### src/rtl/fib_pkg.sv
// Shared types and seed constants for the Fibonacci/Lucas sequence engine.
package fib_pkg;

  typedef enum logic [1:0] {IDLE, WORK, DONE} fib_state_t;
  typedef enum logic {MODE_FIB, MODE_LUCAS} fib_mode_t;

  localparam int FIB_X0 = 0;
  localparam int FIB_X1 = 1;
  localparam int LUC_X0 = 2;
  localparam int LUC_X1 = 1;

endpackage

### src/rtl/fib_sat_add.sv
// One-step sequence adder: WIDTH+1 bit sum whose carry feeds a sticky overflow tag.
// In saturating builds, any overflow on either operand or on this sum pins the result to all-ones.
module fib_sat_add #(
  parameter int WIDTH    = 16,
  parameter int SATURATE = 0
) (
  input  logic [WIDTH-1:0] a,
  input  logic [WIDTH-1:0] b,
  input  logic             ovf_in,
  output logic [WIDTH-1:0] sum,
  output logic             ovf_out
);

  logic [WIDTH:0] full;

  assign full    = {1'b0, a} + {1'b0, b};
  assign ovf_out = full[WIDTH] | ovf_in;

  always_comb begin
    sum = full[WIDTH-1:0];
    if (SATURATE != 0 && ovf_out) sum = '1;
  end

endmodule

### src/rtl/fib_seq_engine.sv
// Computes element N of the Fibonacci or Lucas sequence, one addition per cycle.
// Request and response each use the same handshake rule, stated once below.
module fib_seq_engine
  import fib_pkg::*;
#(
  parameter int WIDTH    = 16,
  parameter int IDX_W    = 5,
  parameter int SATURATE = 0
) (
  input  logic             clk,
  input  logic             reset,
  input  logic             req_valid,
  output logic             req_ready,
  input  logic [IDX_W-1:0] req_idx,
  input  logic             req_mode,
  input  logic             abort,
  output logic             busy,
  output logic             resp_valid,
  input  logic             resp_ready,
  output logic [WIDTH-1:0] resp_value,
  output logic             resp_ovf,
  output logic [1:0]       dbg_state
);

  // Handshake rule: a transfer happens on a rising clk edge where valid && ready.
  // A producer keeps valid and its payload stable until the transfer completes.

  fib_state_t       state;
  fib_state_t       next_state;
  logic [WIDTH-1:0] a;
  logic [WIDTH-1:0] b;
  logic [IDX_W-1:0] ctr;
  logic             ovf_a;
  logic             ovf_b;
  logic [WIDTH-1:0] sum;
  logic             sum_ovf;
  logic             accept;
  logic             step;
  logic [WIDTH-1:0] seed_x0;
  logic [WIDTH-1:0] seed_x1;

  fib_sat_add #(
    .WIDTH   (WIDTH),
    .SATURATE(SATURATE)
  ) u_add (
    .a      (a),
    .b      (b),
    .ovf_in (ovf_a | ovf_b),
    .sum    (sum),
    .ovf_out(sum_ovf)
  );

  assign req_ready  = (state == IDLE) && !reset;
  assign busy       = (state == WORK);
  assign resp_valid = (state == DONE);
  assign resp_value = resp_valid ? a : '0;
  assign resp_ovf   = resp_valid & ovf_a;
  assign dbg_state  = state;

  assign accept = req_valid && req_ready;
  assign step   = (state == WORK) && !abort && (ctr != '0);

  always_comb begin
    seed_x0 = WIDTH'(FIB_X0);
    seed_x1 = WIDTH'(FIB_X1);
    if (fib_mode_t'(req_mode) == MODE_LUCAS) begin
      seed_x0 = WIDTH'(LUC_X0);
      seed_x1 = WIDTH'(LUC_X1);
    end
  end

  always_comb begin
    next_state = state;
    case (state)
      IDLE: if (accept) next_state = WORK;
      // abort outranks the finish transition so a cancelled job never responds
      WORK: begin
        if (abort)           next_state = IDLE;
        else if (ctr == '0)  next_state = DONE;
      end
      DONE: if (resp_ready) next_state = IDLE;
      default: next_state = IDLE;
    endcase
  end

  always_ff @(posedge clk) begin
    if (reset) begin
      state <= IDLE;
      a     <= '0;
      b     <= '0;
      ctr   <= '0;
      ovf_a <= 1'b0;
      ovf_b <= 1'b0;
    end else begin
      state <= next_state;
      if (accept) begin
        a     <= seed_x0;
        b     <= seed_x1;
        ctr   <= req_idx;
        ovf_a <= 1'b0;
        ovf_b <= 1'b0;
      end else if (step) begin
        // overflow tags shift with their values so X(N+1) never taints X(N)
        a     <= b;
        b     <= sum;
        ctr   <= ctr - 1'b1;
        ovf_a <= ovf_b;
        ovf_b <= sum_ovf;
      end
    end
  end

endmodule

### config.mk
export PLATFORM = sky130hd
export DESIGN_NAME = fib_seq_engine
export DESIGN_NICKNAME = d
export VERILOG_FILES = /design/src/rtl/fib_pkg.sv /design/src/rtl/fib_sat_add.sv /design/src/rtl/fib_seq_engine.sv
export SDC_FILE = /design/constraint.sdc
export NUM_CORES = 1
export LEC_CHECK = 0
export ABC_AREA = 0
export CAP_MARGIN = 20
export CORE_AREA = 2 2 89 91
export CTS_CLUSTER_SIZE = 14
export DETAILED_ROUTE_END_ITERATION = 12
export DIE_AREA = 0 0 91 93
export PLACE_DENSITY_LB_ADDON = 0.12
export SKIP_LAST_GASP = 1
export SLEW_MARGIN = 5
export SYNTH_ARGS = -nofsm -noshare
export SYNTH_HDL_FRONTEND = slang
export SYNTH_SLANG_ARGS = --single-unit
### constraint.sdc
create_clock -name clk -period 2 [get_ports clk]
set_input_delay 0.4 -clock clk [delete_from_list [all_inputs] [get_ports clk]]
set_output_delay 0.4 -clock clk [all_outputs]
set_load 0.02 [all_outputs]
Word level (Yosys, flattened, before mapping)
Cells that the tools add are included.
{"block": "word_totals", "in_bits": 11, "elab_cells": 42, "output_inout_bits": 22, "regBits": 41}
{"block": "op_classes", "bitwise": 3, "add_sub_neg": 2, "muxes": 13, "eq_ne": 5, "reduce_logical": 12}
{"cell": "16-bit 2-to-1 mux", "count": 3}
{"cell": "16-bit by 16-bit adder with 17-bit output", "count": 1}
{"cell": "2-bit 2-to-1 mux", "count": 5}
{"cell": "5-bit 2-to-1 mux", "count": 2}
{"cell": "2-bit case mux with 3 select lines", "count": 1}
{"cell": "5-bit zero test", "count": 1}
{"cell": "5-bit nonzero test", "count": 1}
{"cell": "5-bit by 1-bit subtractor with 5-bit output (second input constant)", "count": 1}
{"cell": "1-bit logical AND", "count": 4}
{"cell": "3-bit by 2-bit != test with 1-bit output (second input constant)", "count": 1}
{"cell": "3-bit AND reduction", "count": 1}
{"cell": "2-bit by 1-bit equality test with 1-bit output (second input constant)", "count": 1}
{"cell": "2-bit equality test (second input constant)", "count": 1}
{"cell": "1-bit zero test", "count": 2}
{"cell": "2-bit zero test", "count": 1}
{"cell": "1-bit 2-to-1 mux", "count": 2}
{"cell": "2-bit by 1-bit != test with 1-bit output (second input constant)", "count": 1}
{"cell": "2-bit != test (second input constant)", "count": 1}
{"cell": "1-bit bitwise OR", "count": 2}
{"cell": "2-bit nonzero test", "count": 1}
{"cell": "2-bit OR reduction", "count": 1}
{"cell": "1-bit AND", "count": 1}

Longest topological paths before layout
{"block": "logic_depth", "depth_word": 5, "mapped_depth": 9, "ltp_nobuf": 7}

Modules after synthesis
Synthesis repeated with hierarchy kept, for this count alone.
{"block": "hier_totals", "hier_cells": 337, "hier_area_um2": 2930.3}
{"module": "fib_seq_engine", "area_per_inst_um2": 2088.3, "cells_per_inst": 226, "instances": 1, "seq_area_each_um2": 820.8}
{"module": "fib_sat_add", "area_per_inst_um2": 842.1, "cells_per_inst": 111, "instances": 1, "seq_area_each_um2": 0.0}

Worst setup path before layout
Ideal clock, no wire load.
{"block": "synth_timing", "kind": "register to register", "from": "register a[0]", "to": "register b[14]", "setup_time_ps": 78, "required_ps": 1922, "n_path_buf": 0, "slack_ps": -122, "path_stages_with_launch": 8, "synth_period_minus_slack_ps": 2122, "arrival_ps": 2044, "path_cell_list": "dfxtp_1 ha_1 fa_1 a21o_1 a221oi_2 o311ai_4 o2111a_1 nor3_1"}
{"block": "synth_between", "elab_chain_cells": 1}
{"element": "from (decl)", "line_no": "fib_seq_engine.sv:30", "source": "logic [WIDTH-1:0] a;"}
{"element": "from (signal assigned)", "line_no": "fib_seq_engine.sv:89", "source": "a <= '0;"}
{"element": "from (signal assigned)", "line_no": "fib_seq_engine.sv:97", "source": "a <= seed_x0;"}
{"element": "from (signal assigned)", "line_no": "fib_seq_engine.sv:104", "source": "a <= b;"}
{"element": "16-bit by 16-bit adder with 17-bit output", "line_no": "fib_sat_add.sv:16", "source": "assign full = {1'b0, a} + {1'b0, b};"}
{"element": "to (signal assigned)", "line_no": "fib_seq_engine.sv:105", "source": "b <= sum;"}
{"element": "to (decl)", "line_no": "fib_seq_engine.sv:31", "source": "logic [WIDTH-1:0] b;"}
No other way between the ends.
A chain may end at the register's enable or synchronous reset.

Worst setup path in the final report
Same ends and word-level chain as after synthesis.

==> results.toml <==
[run_status]
status = "finished with violations"
violations = "negative setup slack"

[die]
initial_core_util_pct = 33.61
fp.dieW_um = 91
io_pins = 33
dieArea_sq_mm = 0.008463
core_sq_mm = 0.007527
dieHeight_um = 93
rows = 32

[global_routing]
grt_usage_pct = 17.06
grt_pass1_wl_um = 11630
grt_start_max_net_pins = 16
grt_pass1_vias = 2393
antenna_found_initial = 0
globalRouteOverflowTotal = 0

[route]
antenna_left = 0
wl_per_cell_um = 14.35
drtIter0Drc = 101
wirelength_um = 6816
routed_via_density = 5.097
route.detailed.drc = 0
dr_total_vias = 2421
drt_pass1_iterations = 4

[logic_synthesis]
synth_cell_types = 51
syn-num-nets = 345
synth_area_sq_mm = 0.002530
yosysWarnings = 0
async_flop_share_pct = 0
ys_ff_latch = 41
synth-edff-count = 0
ys.flop_type = "dfxtp_1"
synth_top_area_cell = "dfxtp_1"
synth_top_area_share_pct = 32.44
ys_seq_area_share_pct = 32.44
syn_area_per_cell_sq_um = 8.032
netlist_top_cells_area = "dfxtp_1 (32%), ha_1 (8.9%), a21oi_1 (6.3%)"
syn_inst = 315
synth_top_cells_by_count = "dfxtp_1 (41), nand2_1 (41), a21oi_1 (32)"

[setup_path]
cp-end-kind = "flip-flop"
critPathTopFamily = "compound AO/OA/AOI/OAI gates"
crit_fanout = 6
max_stage_delay_ns = 0.39
required_ns = 2.23
critPathArrivalTime_ns = 2.26
crit_chain = "ha_4 > fa_2 > a21o_1 > a221oi_4 > o311ai_4 > o2111a_1 > nor3_2"
worst-path-buf-inv = 0
cp_slowest_cell = "a221oi_4"
crit_type = "flip-flop to flip-flop"
cp-start-kind = "flip-flop"

[placed_design]
port_buffers = 32
dp_hpwl_um = 4948
dp_slack_ns = -0.1403
routabilityCongestion = 0.7743
place_inst = 465

[power]
max-vdd-ir-drop_mv = 0.4467
power-per-cell-area_mw_per_mm2 = 520.1
p_leak_nw = 1.505

[layout]
diodes = 0
layout-drive-gt1-share_pct = 16.35
layout.nets = 402
register_area_sq_um = 823.3
multi_input_area_sq_mm = 0.001698
syn_to_final_growth_pct = 33.09
instances_no_fill = 475
post-route-util_pct = 44.73
n_fill_cell = 811

[timing]
relSlewSlack_pct = 71.47
fmax_ghz = 0.4920
slew_viol_final = 0
rsz0062_at_grt = "yes"
hold_viol = 0
tns_ns = -0.05809
setup_ws_ns = -0.03239
min_period_over_period_pct = 101.6
finalClockSkew_ns = 0.006095
worst_slew_pin_slew_ns = 0.4280
setup_violations = 3
fin_crit_ns = 2.032

[clock_tree]
numCtsBuffers = 5
clk_pin_slew_ns = 0.08
clk-insertion-delay-late_ns = 0.30
cts_root_buf = "clkbuf_8"
h-tree-depth = 2
cts.sinks = 41
cts_tree = "yes"
hold_buffers = 0
cts_buffer_depth = 2

[min_path]
min_path_type = "flip-flop to flip-flop"

[flow_run]
maxCapViolations = 0
==> worst min-delay path, cell delays in order (launching register included) <==
cell	delay [ns]
dfxtp_1	0.33
nand2_1	0.06
a21oi_1	0.05
==> layer usage <==
metal	track usage (%)	routed length, um	vias to the layer above
met4	4.040	68	0
met5	0	0	-
met1	23.14	3442	1118
met2	28.15	3027	44
li1	-	-	1252
met3	3.223	278	7
==> through the flow <==
step | instance area [sq um] | total power, mW | hold slack, ns
floorplan | 2546 | 0.9584 | 0.4424
CTS | 3311 | 1.761 | 0.4717
global placement | 3166 | 1.051 | 0.4594
finish | 3367 | 1.751 | 0.4749
detailed placement | 3166 | 1.050 | 0.4659
global route | 3367 | 1.823 | 0.4882
==> state kept, by name, indices dropped and copies added, names as in the netlist <==
register,count
b,16
a,16
ovf_a,1
dbg_state,2
ctr,5
ovf_b,1
==> cell usage in the layout (no fill, tap or decap), types with 3 or more instances in the layout <==
cell,count
clkbuf_8,6
a21oi_1,31
nand2_1,41
a21o_1,8
dfxtp_1,39
nand3_1,10
ha_4,4
ha_1,12
xnor2_1,5
o21ai_0,9
nor2_1,28
o21a_1,4
nor3_1,7
and2_1,22
a211o_1,4
and3_1,3
nand4_1,7
buf_4,32
inv_1,6
clkdlybuf4s50_1,12
dlygate4sd2_1,19
nor2b_1,5
a22oi_1,11
a211oi_1,3
==> timing repair <==
action                                  in CTS  in global routing
pin swaps                                    9                  6
resized for setup                           25                  8
buffers inserted                             2                  1
endpoints found under the setup margin      25                 17
endpoints found under the hold margin        0                  0
==> cell families after synthesis <==
group,count (synthesis),share of synthesized area (%)
simple gates,138,27.40
mux,1,0.3957
xor+xnor,7,2.423
fa+ha+maj,19,9.694
compound gates,87,23.54
buf+inv,22,4.105
flops,41,32.44
==> final timing paths <==
kind | startpoint | end | slack [ns] | depth (start not counted)
hold / removal | b[14] | a[14] | 0.47 | 2
setup reg to reg | a[0] | b[14] | -0.03 | 7
hold reg to reg | b[14] | a[14] | 0.47 | 2
setup / recovery | a[0] | b[14] | -0.03 | 7
==> power by group <==
part | total (mW) | internal (mW) | switching, mW
Combinational | 0.196 | 0.0968 | 0.0993
Sequential | 0.843 | 0.831 | 0.0128
Clock | 0.712 | 0.407 | 0.304
==> cell type report <==
type | instances | area share, %
clock inverters | 1 | 0.8919
clock buffers | 7 | 2.564
multi-input cells | 252 | 50.43
flip-flops and latches | 41 | 24.45
inverters | 6 | 0.6689
repair buffers | 66 | 17.21
well taps | 102 | 3.790
Power figures use the tool's default switching activity.
